--- src/rtl/match_prio_enc_if.sv ---
// Handshake bundle between the TCAM match stage and the priority encoder.
// Upstream and result sides are grouped so the encoder sees a single port.
interface match_prio_enc_if #(
    parameter int TCAM_DEPTH = 16,
    parameter int ADDR_WIDTH = 10
);
    logic [TCAM_DEPTH-1:0] match_line;
    logic                  match_valid;
    logic                  match_ready;
    logic [ADDR_WIDTH-1:0] result_addr;
    logic                  result_hit;
    logic                  result_valid;
    logic                  result_ready;

    modport master (
        output match_line, match_valid, result_ready,
        input  match_ready, result_addr, result_hit, result_valid
    );

    modport slave (
        input  match_line, match_valid, result_ready,
        output match_ready, result_addr, result_hit, result_valid
    );
endinterface

--- src/rtl/match_prio_enc.sv ---
// Segmented priority encoder for a TCAM match line: scans SEG_WIDTH bits per cycle
// and reports the lowest-index set bit, stopping at the first segment that hits.
module match_prio_enc #(
    parameter int TCAM_DEPTH = 16,
    parameter int SEG_WIDTH  = 8,
    parameter int ADDR_WIDTH = 10
) (
    input  logic                clk,
    input  logic                rst,
    match_prio_enc_if.slave     bus
);
    localparam int NUM_SEG   = (TCAM_DEPTH + SEG_WIDTH - 1) / SEG_WIDTH;
    localparam int PAD_WIDTH = NUM_SEG * SEG_WIDTH;
    localparam int SEG_IDX_W = (NUM_SEG > 1) ? $clog2(NUM_SEG) : 1;
    localparam int SEG_BIT_W = (SEG_WIDTH > 1) ? $clog2(SEG_WIDTH) : 1;

    if (ADDR_WIDTH < $clog2(TCAM_DEPTH)) begin : g_addr_width_check
        $error("match_prio_enc: ADDR_WIDTH too small for TCAM_DEPTH");
    end

    typedef enum logic [1:0] {IDLE, SCAN, OUT} state_e;

    state_e                state_q,   state_d;
    logic [SEG_IDX_W-1:0]  seg_idx_q, seg_idx_d;
    logic [PAD_WIDTH-1:0]  line_q,    line_d;
    logic [ADDR_WIDTH-1:0] addr_q,    addr_d;
    logic                  hit_q,     hit_d;

    logic [SEG_WIDTH-1:0]  seg;
    logic [SEG_BIT_W-1:0]  low_bit;
    logic [ADDR_WIDTH-1:0] hit_addr;
    logic                  last_seg;

    // Lowest set bit in the current segment: descending loop so the smallest index wins.
    always_comb begin
        // NOTE: every combinational output gets a default first so no path leaves it unassigned (no latch).
        seg     = line_q[seg_idx_q*SEG_WIDTH +: SEG_WIDTH];
        low_bit = '0;
        for (int i = SEG_WIDTH - 1; i >= 0; i--) begin
            if (seg[i]) low_bit = SEG_BIT_W'(i);
        end
        hit_addr = ADDR_WIDTH'(seg_idx_q) * ADDR_WIDTH'(SEG_WIDTH) + ADDR_WIDTH'(low_bit);
        last_seg = (seg_idx_q == SEG_IDX_W'(NUM_SEG - 1));
    end

    always_comb begin
        state_d   = state_q;
        seg_idx_d = seg_idx_q;
        line_d    = line_q;
        addr_d    = addr_q;
        hit_d     = hit_q;
        case (state_q)
            IDLE: begin
                if (bus.match_valid) begin
                    line_d    = PAD_WIDTH'(bus.match_line);
                    seg_idx_d = '0;
                    state_d   = SCAN;
                end
            end
            SCAN: begin
                if (|seg) begin
                    addr_d  = hit_addr;
                    hit_d   = 1'b1;
                    state_d = OUT;
                end else if (last_seg) begin
                    addr_d  = '0;
                    hit_d   = 1'b0;
                    state_d = OUT;
                end else begin
                    seg_idx_d = seg_idx_q + SEG_IDX_W'(1);
                end
            end
            OUT: begin
                if (bus.result_ready) state_d = IDLE;
            end
            default: state_d = IDLE;
        endcase
    end

    always_ff @(posedge clk) begin
        // NOTE: sequential state uses non-blocking assignments so all flops update from pre-edge values.
        if (rst) begin
            state_q   <= IDLE;
            seg_idx_q <= '0;
            line_q    <= '0;
            addr_q    <= '0;
            hit_q     <= 1'b0;
        end else begin
            state_q   <= state_d;
            seg_idx_q <= seg_idx_d;
            line_q    <= line_d;
            addr_q    <= addr_d;
            hit_q     <= hit_d;
        end
    end

    // Outputs come straight from flops or the state register only.
    assign bus.match_ready  = (state_q == IDLE);
    assign bus.result_valid = (state_q == OUT);
    assign bus.result_addr  = addr_q;
    assign bus.result_hit   = hit_q;
endmodule
--- src/flat_wrapper.sv ---
// flat-port wrapper written by rule: the top's interface ports become plain ports
module match_prio_enc_flat 
#(
    parameter int TCAM_DEPTH = 16,
    parameter int SEG_WIDTH  = 8,
    parameter int ADDR_WIDTH = 10
)
  (clk, rst, bus_match_line, bus_match_valid, bus_result_ready, bus_match_ready, bus_result_addr, bus_result_hit, bus_result_valid);
  match_prio_enc_if #(.TCAM_DEPTH(TCAM_DEPTH), .ADDR_WIDTH(ADDR_WIDTH)) bus_i ();
  input  logic clk;
  input  logic rst;
  input wire logic [$bits(bus_i.match_line)-1:0] bus_match_line;
  input wire logic [$bits(bus_i.match_valid)-1:0] bus_match_valid;
  input wire logic [$bits(bus_i.result_ready)-1:0] bus_result_ready;
  output wire logic [$bits(bus_i.match_ready)-1:0] bus_match_ready;
  output wire logic [$bits(bus_i.result_addr)-1:0] bus_result_addr;
  output wire logic [$bits(bus_i.result_hit)-1:0] bus_result_hit;
  output wire logic [$bits(bus_i.result_valid)-1:0] bus_result_valid;
  assign bus_i.match_line = bus_match_line;
  assign bus_i.match_valid = bus_match_valid;
  assign bus_i.result_ready = bus_result_ready;
  assign bus_match_ready = bus_i.match_ready;
  assign bus_result_addr = bus_i.result_addr;
  assign bus_result_hit = bus_i.result_hit;
  assign bus_result_valid = bus_i.result_valid;
  match_prio_enc #(.TCAM_DEPTH(TCAM_DEPTH), .SEG_WIDTH(SEG_WIDTH), .ADDR_WIDTH(ADDR_WIDTH)) u_core (.clk(clk), .rst(rst), .bus(bus_i));
endmodule
--- config.mk ---
export PLATFORM = sky130hd
export DESIGN_NAME = match_prio_enc_flat
export DESIGN_NICKNAME = d
export VERILOG_FILES = /design/src/rtl/match_prio_enc_if.sv /design/src/rtl/match_prio_enc.sv /design/src/flat_wrapper.sv
export SDC_FILE = /design/constraint.sdc
export NUM_CORES = 1
export LEC_CHECK = 0
export CORE_MARGIN = 5
export CORE_UTILIZATION = 50
export CTS_CLUSTER_DIAMETER = 200
export CTS_CLUSTER_SIZE = 30
export DETAILED_ROUTE_END_ITERATION = 6
export PLACE_DENSITY_LB_ADDON = 0.2
export SYNTH_ARGS = -nofsm -noshare
export SYNTH_HDL_FRONTEND = slang
export SYNTH_SLANG_ARGS = --single-unit
--- constraint.sdc ---
create_clock -name clk -period 3.5 [get_ports clk]
set_input_delay 0.7 -clock clk [delete_from_list [all_inputs] [get_ports clk]]
set_output_delay 0.7 -clock clk [all_outputs]
set_load 0.01 [all_outputs]
After elaboration in Yosys (flattened, before gate mapping)
Cells that the tools add are included.

Flip-flop bits (word level): 30. Latch bits: 0. Bits in writable memories: 0. Memory bits (read-only): 0. Input bits: 20. Output and inout bits: 13. Word-level logic and storage cells: 43. Memories kept: 0.

$add $sub $neg: 2. Multipliers: 0. Divide/modulo/power cells: 0. Magnitude comparators: 0. Eq/ne operators: 6. Shifts and indexed selects: 1. Mux-type cells: 21. Bitwise operators: 0. Reductions and logical operators: 8.

Operators with widths (number): $mux 3 (8); $mux 10 (2); $shiftx 16x5->8 (1); $mux 2 (4); $reduce_or 8->1 (1); $ne 2x2->1 const B (3); $pmux 2 s3 (1); $reduce_and 3->1 (2); $add 4x3->5 (1); $mux 1 (5); $reduce_and 2->1 (2); $reduce_bool 2->1 (2); $ne 3x1->1 const B (1); $eq 2x1->1 const B (1); $eq 2x2->1 const B (1); $logic_not 2->1 (1); $pmux 1 s2 (1); $add 1x1->1 const B (1).

Logic depth before layout (Yosys ltp)
Depth after elaboration: 11. Depth in mapped cells: 6.

Least setup slack after synthesis
OpenSTA, ideal clock, no wires.

Path type: input -> register. Start point: input rst. End point: register u_core.addr_q[0] (netlist: u_core.bus.result_addr[0]). Data arrival time: 1.599 ns. Required time: 3.440 ns. Path slack: 1.841 ns. Stages: 4. Path buffers: 1. Cell sequence: clkdlybuf4s15_1 a2111oi_0 o21a_1 a32o_1.

RTL lines: from (decl) (line flat_wrapper.sv:11) `input logic rst;`; to (signal assigned) (line match_prio_enc.sv:92) `addr_q <= addr_d;`; to (decl) (line match_prio_enc.sv:26) `logic [ADDR_WIDTH-1:0] addr_q, addr_d;`.

Final worst setup path
Start point: register u_core.state_q[1]. End point: output bus_result_valid.

Word-level cells in the longest chain between the ends: 1.

Ends and longest elaborated chain: from (decl) (line match_prio_enc.sv:23) `state_e state_q, state_d;`; from (signal assigned) (line match_prio_enc.sv:89) `state_q <= state_d;`; $eq 2x2->1 (line match_prio_enc.sv:99) `assign bus.result_valid = (state_q == OUT);`; to (decl) (line flat_wrapper.sv:18) `output wire logic [$bits(bus_i.result_valid)-1:0] bus_result_valid;`.

No other way between the ends.

==> run summary <==
EDFF count, synth: 0
layout cells sized above 1: 0.0479
Cell Pwr Density: 472 nW/µm²
achievable frequency: 0.463 GHz
Core Area: 2210 µm²
Worst R2R End: u_core.last_seg$_SDFFE_PP0P_
clock power share: 0.290
post-synth top area share: 0.416
Fin. Hold Viols: 0
Mapped Cells: 144
Synth top cells by count: 36 x nand2_1, 24 x dfxtp_1, 21 x a21oi_1
vias per cell: 5.25
Slew Limit Headroom: 0.640
drt total wl: 2380 µm
HP Start: u_core.bus.result_hit$_SDFFE_PP0P_
CP Data Arrival Time: 1460 ps
die height: 58.1 µm
post-detail-place hpwl: 1810 µm
RSZ-0062 raised after global routing: false
Hold Path Sink: u_core.bus.result_hit$_SDFFE_PP0P_
synth warn: 0
Post-CTS Resized: 0
Hold Path Class: reg -> reg
number of max-cap violations: 0
Final Critical Period: 2160 ps
FF-to-FF path depth: 4
Num CTS Buffers: 3
CTS Root Cell: clkbuf_4
GR Overflow Total: 0
largest net degree at the start of global routing: 26
PnR Total Power: 0.000674 W
Crit-path slowest cell: clkdlybuf4s50_1
crit-path max cell delay: 560 ps
Skew-Pair Late Insertion Delay: 310 ps
Final setup viols: 0
routed wire length per instance: 12.2 µm
Final Cycle Share: 0.617
Die ar.: 3370 µm²
DR pass1 iterations: 4
clock input transition at the sequential cells of the worst setup and hold paths: 140 ps
total clock sinks: 24
GRT Overall Usage: 0.152
Sw Ratio: 0.273
Final ANT Viol Nets: 0
CTS Buffer Depth: 2
Startpoint Class: flip-flop
area of the mapped netlist: 1150 µm²
cell taking the most area after synthesis: dfxtp_1
leak pwr: 0.521 nW
setup TNS: 0 ps
Unique masters post-synth: 36
Cell Int Power: 0.000490 W
r2r setup slk: 1710 ps
VDD IR max: 0.306 mV
reg2reg start: u_core.last_seg$_SDFFE_PP0P_
Seq pwr share: 0.472
IO Count: 33
vias in the first global route: 970
most common cell in the netlist: nand2_1
Fillers: 214
critical-path cell list: nor2b_1 > clkdlybuf4s50_1
Worst EP required: 2800 ps
Critical Path End Type: output port
Crit Path Category: reg -> out
share of flip-flops with an asynchronous set or reset: 0
Post-Route Skew: 13.3 ps
largest cells by area after synthesis: dfxtp_1 42%, nand2_1 12%, a21oi_1 9.1%, buf_4 4.6%, nor2b_1 3.8%
DRT iter0 DRCs: 6
port bufs: 26
Mapped Avg Cell Area: 8.02 µm²
status: complete, no violations
Area growth syn-to-layout: 23.7%
Sw Pwr: 0.000184 W
CTS tree: done
Comb pwr share: 0.237
vias after detailed routing: 1024
htree depth: 1
sequential area share after synthesis: 0.416
setup bufs post-CTS: 0
Starting Density: 0.522
worst slew pin tran: 541 ps
RD Place Congestion: 0.882
initial antenna violation count: 0
nets: 188
synthesis-stage register bit count: 24
first-pass GRT wire length: 4060 µm
n_diodes: 0
# DRC: 0
Hold Path Cell Cnt: 2
Primary FF master, synth: dfxtp_1
Row Count: 17
critical path fanouts, max: 5
pins over their slew limit: 0
Die X: 58.1 µm
hold-fix buffers at CTS: 0
==> cells in the final DEF, fill, tap and decap left out, drive strengths merged, types with 2 or more instances in the layout <==
| cell type | instances |
|---|---|
| nor2b | 7 |
| nor3 | 6 |
| clkdlybuf4s50 | 26 |
| clkbuf | 3 |
| o2bb2ai | 2 |
| conb | 6 |
| nand2b | 3 |
| inv | 2 |
| nor3b | 3 |
| o21ai | 2 |
| nor2 | 6 |
| or3 | 2 |
| dfxtp | 24 |
| nand2 | 36 |
| a21oi | 22 |
==> logic make-up (layout without fill, tap and decap cells) <==
group	after synthesis	count (layout)	share of synthesized area
buffers and inverters	15	33	0.0932
AOI/OAI and AO/OA	37	37	0.208
muxes	1	1	0.00867
and+or+nand+nor	66	66	0.271
other	1	6	0.00325
DFF	24	24	0.416
==> stage by stage <==
stage / hold WS [ps] / util / instance area (µm²) / cells / setup slack, ps
5_1_grt: 503 / 0.646 / 1430 / 195 / 1200
3_3_place_gp: 441 / 0.622 / 1380 / 191 / 1440
3_5_place_dp: 455 / 0.622 / 1380 / 191 / 1310
2_1_floorplan: 440 / - / 1170 / 149 / 1840
6_report: 472 / 0.646 / 1430 / 195 / 1340
4_1_cts: 474 / 0.646 / 1430 / 195 / 1320
==> worst max path at each step <==
stage	start	endpoint
floorplan	rst	u_core.bus.result_addr[0]$_SDFFE_PP0P_
global placement	rst	u_core.bus.result_addr[0]$_SDFFE_PP0P_
detailed placement	rst	u_core.bus.result_addr[0]$_SDFFE_PP0P_
CTS	u_core.state_q[1]$_SDFFE_PP0P_	bus_result_valid
global route	u_core.state_q[1]$_SDFFE_PP0P_	bus_result_valid
finish	u_core.state_q[1]$_SDFFE_PP0P_	bus_result_valid
==> power by group through the flow <==
stage / registers, W / logic [W] / clock network, W
5_1_grt: 0.000323 / 0.000178 / 0.000213
2_1_floorplan: 0.000320 / 0.000113 / 0
6_report: 0.000318 / 0.000160 / 0.000196
3_3_place_gp: 0.000323 / 0.000156 / 0
3_5_place_dp: 0.000324 / 0.000159 / 0
4_1_cts: 0.000318 / 0.000161 / 0.000201
==> cell type report <==
cell class	count	area, µm²	area share
multi-input cells	110	586	0.410
clock inverters	1	30.0	0.0210
well taps	28	35.0	0.0245
inverters	2	7.51	0.00525
clock buffers	3	22.5	0.0158
repair buffers	27	268	0.187
flip-flops and latches	24	480	0.336
==> routing by layer <==
| metal | global-route usage | wire [µm] | vias to the layer above |
|---|---|---|---|
| met1 | 0.184 | 1060 | 468 |
| met3 | 0.0334 | 133 | 2 |
| met2 | 0.265 | 1180 | 23 |
| met5 | 0 | 0 | - |
| met4 | 0.0497 | 13 | 0 |
| li1 | - | - | 531 |
==> flip-flops by register name, summed over array words and instances (netlist names) <==
signal and count:
u_core.bus.result_addr 4, u_core.bus.result_hit 1, u_core.last_seg 1, u_core.line_q 16
u_core.state_q 2
==> critical path, delay by kind of cell (launching register included) <==
family                 cells  cell delay, ps
DFF                        1             400
buffers and inverters      1             560
and+or+nand+nor            1             180
Note: power is estimated with default switching activity, not from simulation.
==> RTL change, RTL diff (same flow settings) <==
Take the reset off `addr_q` and load it in a clocked block of its own.
--- a/src/rtl/match_prio_enc.sv
+++ b/src/rtl/match_prio_enc.sv
@@ -83,15 +83,17 @@
             state_q   <= IDLE;
             seg_idx_q <= '0;
             line_q    <= '0;
-            addr_q    <= '0;
             hit_q     <= 1'b0;
         end else begin
             state_q   <= state_d;
             seg_idx_q <= seg_idx_d;
             line_q    <= line_d;
-            addr_q    <= addr_d;
             hit_q     <= hit_d;
         end
+    end
+
+    always_ff @(posedge clk) begin
+        addr_q <= addr_d;
     end
 
     // Outputs come straight from flops or the state register only.
Behaviour: differs if rst is asserted again (counterexample within 4 cycles, from zero or initial values and one cycle with rst high); with rst held inactive, the same outputs for 10 cycles.
==> RTL change against the original RTL <==
- power fell by 3.3%
- routed wire length fell by 1.2%
- critical path depth did not move
- area after synthesis fell by 1.6%
- clock skew fell by 0.012 ns
- sequential cell count did not move
- final area fell by 2.0%
- global-route usage fell by 0.34 points
- worst setup slack got worse by 0.090 ns
- largest power group unchanged
==> RTL change: results (changes against the original RTL) <==
| Parameter | Value | Delta |
|:---|:---|:---|
| HPWL after detailed placement | 1.77 mm | -2.5% |
| Number of vias per cell | 5.12 | -2.6% |
| Met2 demand-to-capacity share in global routing | 0.261 | -0.00323 |
| Destination of the worst register-to-register timing path | u_core.bus.result_addr[2]$_SDFFCE_PP0P_ |  |
| Reg2reg setup slack | 1.55 ns | -0.16 ns |
| Iteration-0 DRC Markers | 9 | +3 |
| Final RePlAce weighted congestion | 0.773 | -12% |
| Result of the run | finished, final reports clean |  |
| Worst hold path startpoint | u_core.line_q[7]$_SDFFE_PP0P_ |  |
| Global-route wire length before repair | 3.87 mm | -4.6% |
| Total number of vias | 962 | -6.1% |
| Most area-consuming cells after synthesis | dfxtp_1 (35%), nand2_1 (12%), edfxtp_1 (11%), a21oi_1 (7.5%), buf_4 (4.0%) |  |
| Clock buffer count from CTS | 3 | unchanged |
| Root buffer selected by CTS | clkbuf_4 |  |
| Count of distinct cell types in the synthesized netlist | 32 | -11% |
| RR Startpoint | u_core.last_seg$_SDFFE_PP0P_ |  |
| Placed cell count | 184 | -3.7% |
| Via count of the first global-routing pass | 952 | -1.9% |
| Relative slew slack | 0.366 | -0.274 |
| Largest vdd supply drop | 335 µV | +9.6% |
| Post-synthesis average cell area | 8.29 µm² | +3.4% |
| Capture endpoint of the worst hold path | u_core.line_q[7]$_SDFFE_PP0P_ |  |
| CTS clk-pin slew, worst paths | 0.12 ns | -0.02 ns |
| Maximum root-to-sink buffer count | 2 | unchanged |
| Global-route met1 utilization | 0.171 | -0.0134 |
| Post-route worst hold slack | 0.478 ns | +0.00601 ns |
| Skew final | 0.00148 ns | -0.0118 ns |
| EDFF count, synth | 4 | +4 |
| Met3 Usage GRT | 0.0290 | -0.00445 |
| Proportion of synthesized chip area in sequential cells | 0.458 | +0.0421 |
| Number of iterations in the first detailed-routing pass | 4 | unchanged |
| Total routed wirelength | 2.35 mm | -1.2% |
| Layout cell share with drive strength beyond 1 | 0.0625 | +0.0146 |
| FFs w/ async S/R, synth | 0 | unchanged |
| Data arrival time of the critical path | 1.55 ns | +0.09 ns |
| Static leakage power | 0.000528 µW | +1.5% |
| Maximum number of pins on one net before global-route repair | 21 | -19% |
| Worst Path Max Fanout | 6 | +1 |
| Worst-case setup slack after placement | 1.07 ns | -0.243 ns |
| Worst-skew pair later-pin latency | 0.31 ns | about the same |
| Number of buffers inserted by post-CTS setup repair | 0 | unchanged |
| Total global routing track utilization | 0.148 | -0.00337 |
| Top cell types by occurrence after synthesis | nand2_1 (35), dfxtp_1 (20), a21oi_1 (17) |  |
RTL change: cell types whose count changed after synthesis, moves of 2 or more:
| cell | unedited run | this run |
|---|---|---|
| a211oi_1 | 1 | 3 |
| nor3b_1 | 2 | 0 |
| clkbuf_1 | 2 | 4 |
| dfxtp_1 | 24 | 20 |
| inv_1 | 2 | 7 |
| edfxtp_1 | 0 | 4 |
| or2_2 | 0 | 2 |
| a21oi_1 | 21 | 17 |
| or3_1 | 2 | 0 |
| nor2b_1 | 7 | 3 |
| dlymetal6s2s_1 | 2 | 0 |
RTL change: through the flow:
stage,instance area (µm²),utilization,power [µW]
after floorplan,1150,-,472
after global placement,1370,0.627,531
after detailed placement,1370,0.627,535
after CTS,1400,0.639,660
after global routing,1400,0.639,693
final,1400,0.639,652
RTL change: critical path, stage by stage (launching register included):
cell,delay (ns)
dfxtp_1,0.42
nor2b_1,0.24
clkdlybuf4s50_1,0.58
RTL change: final cells by class:
cell class	instances	area, µm²
Fill cell	192	791
Multi-Input combinational cell	99	532
Sequential cell	24	520
Timing Repair Buffer	26	260
Tap cell	28	35.0
Clock buffer	4	26.3
Inverter	7	26.3
RTL change: worst max-delay path by stage:
stage,start,endpoint,slack [ns],cells after the start
after floorplan,bus_match_valid,u_core.line_q[10]$_SDFFE_PP0P_,1.91,6
after global placement,bus_match_valid,u_core.line_q[14]$_SDFFE_PP0P_,1.15,5
after detailed placement,bus_match_valid,u_core.line_q[8]$_SDFFE_PP0P_,1.07,5
after CTS,u_core.state_q[1]$_SDFFE_PP0P_,bus_result_valid,1.24,2
after global routing,u_core.state_q[1]$_SDFFE_PP0P_,bus_result_valid,1.19,2
final,u_core.state_q[1]$_SDFFE_PP0P_,bus_result_valid,1.25,2
RTL change: power breakdown:
group,switching (µW),internal (µW),total (µW)
logic,93.8,93.5,187
registers,25.7,315,341
clock network,79.0,44.5,124
total,198,453,652
RTL change: per-layer routing:
layer	vias to the layer above	part of all wire	wire length (µm)
met5	-	0	0
met4	0	0.018	42
met3	5	0.039	92
met2	16	0.50	1190
met1	440	0.44	1030
li1	501	-	-
RTL change: kinds of logic after synthesis:
logic type      Yosys count  share of synthesized area
other cells               1                    0.00330
compound gates           31                      0.188
buf+inv                  19                     0.0903
mux                       1                    0.00881
simple gates             61                      0.251
flops                    24                      0.458
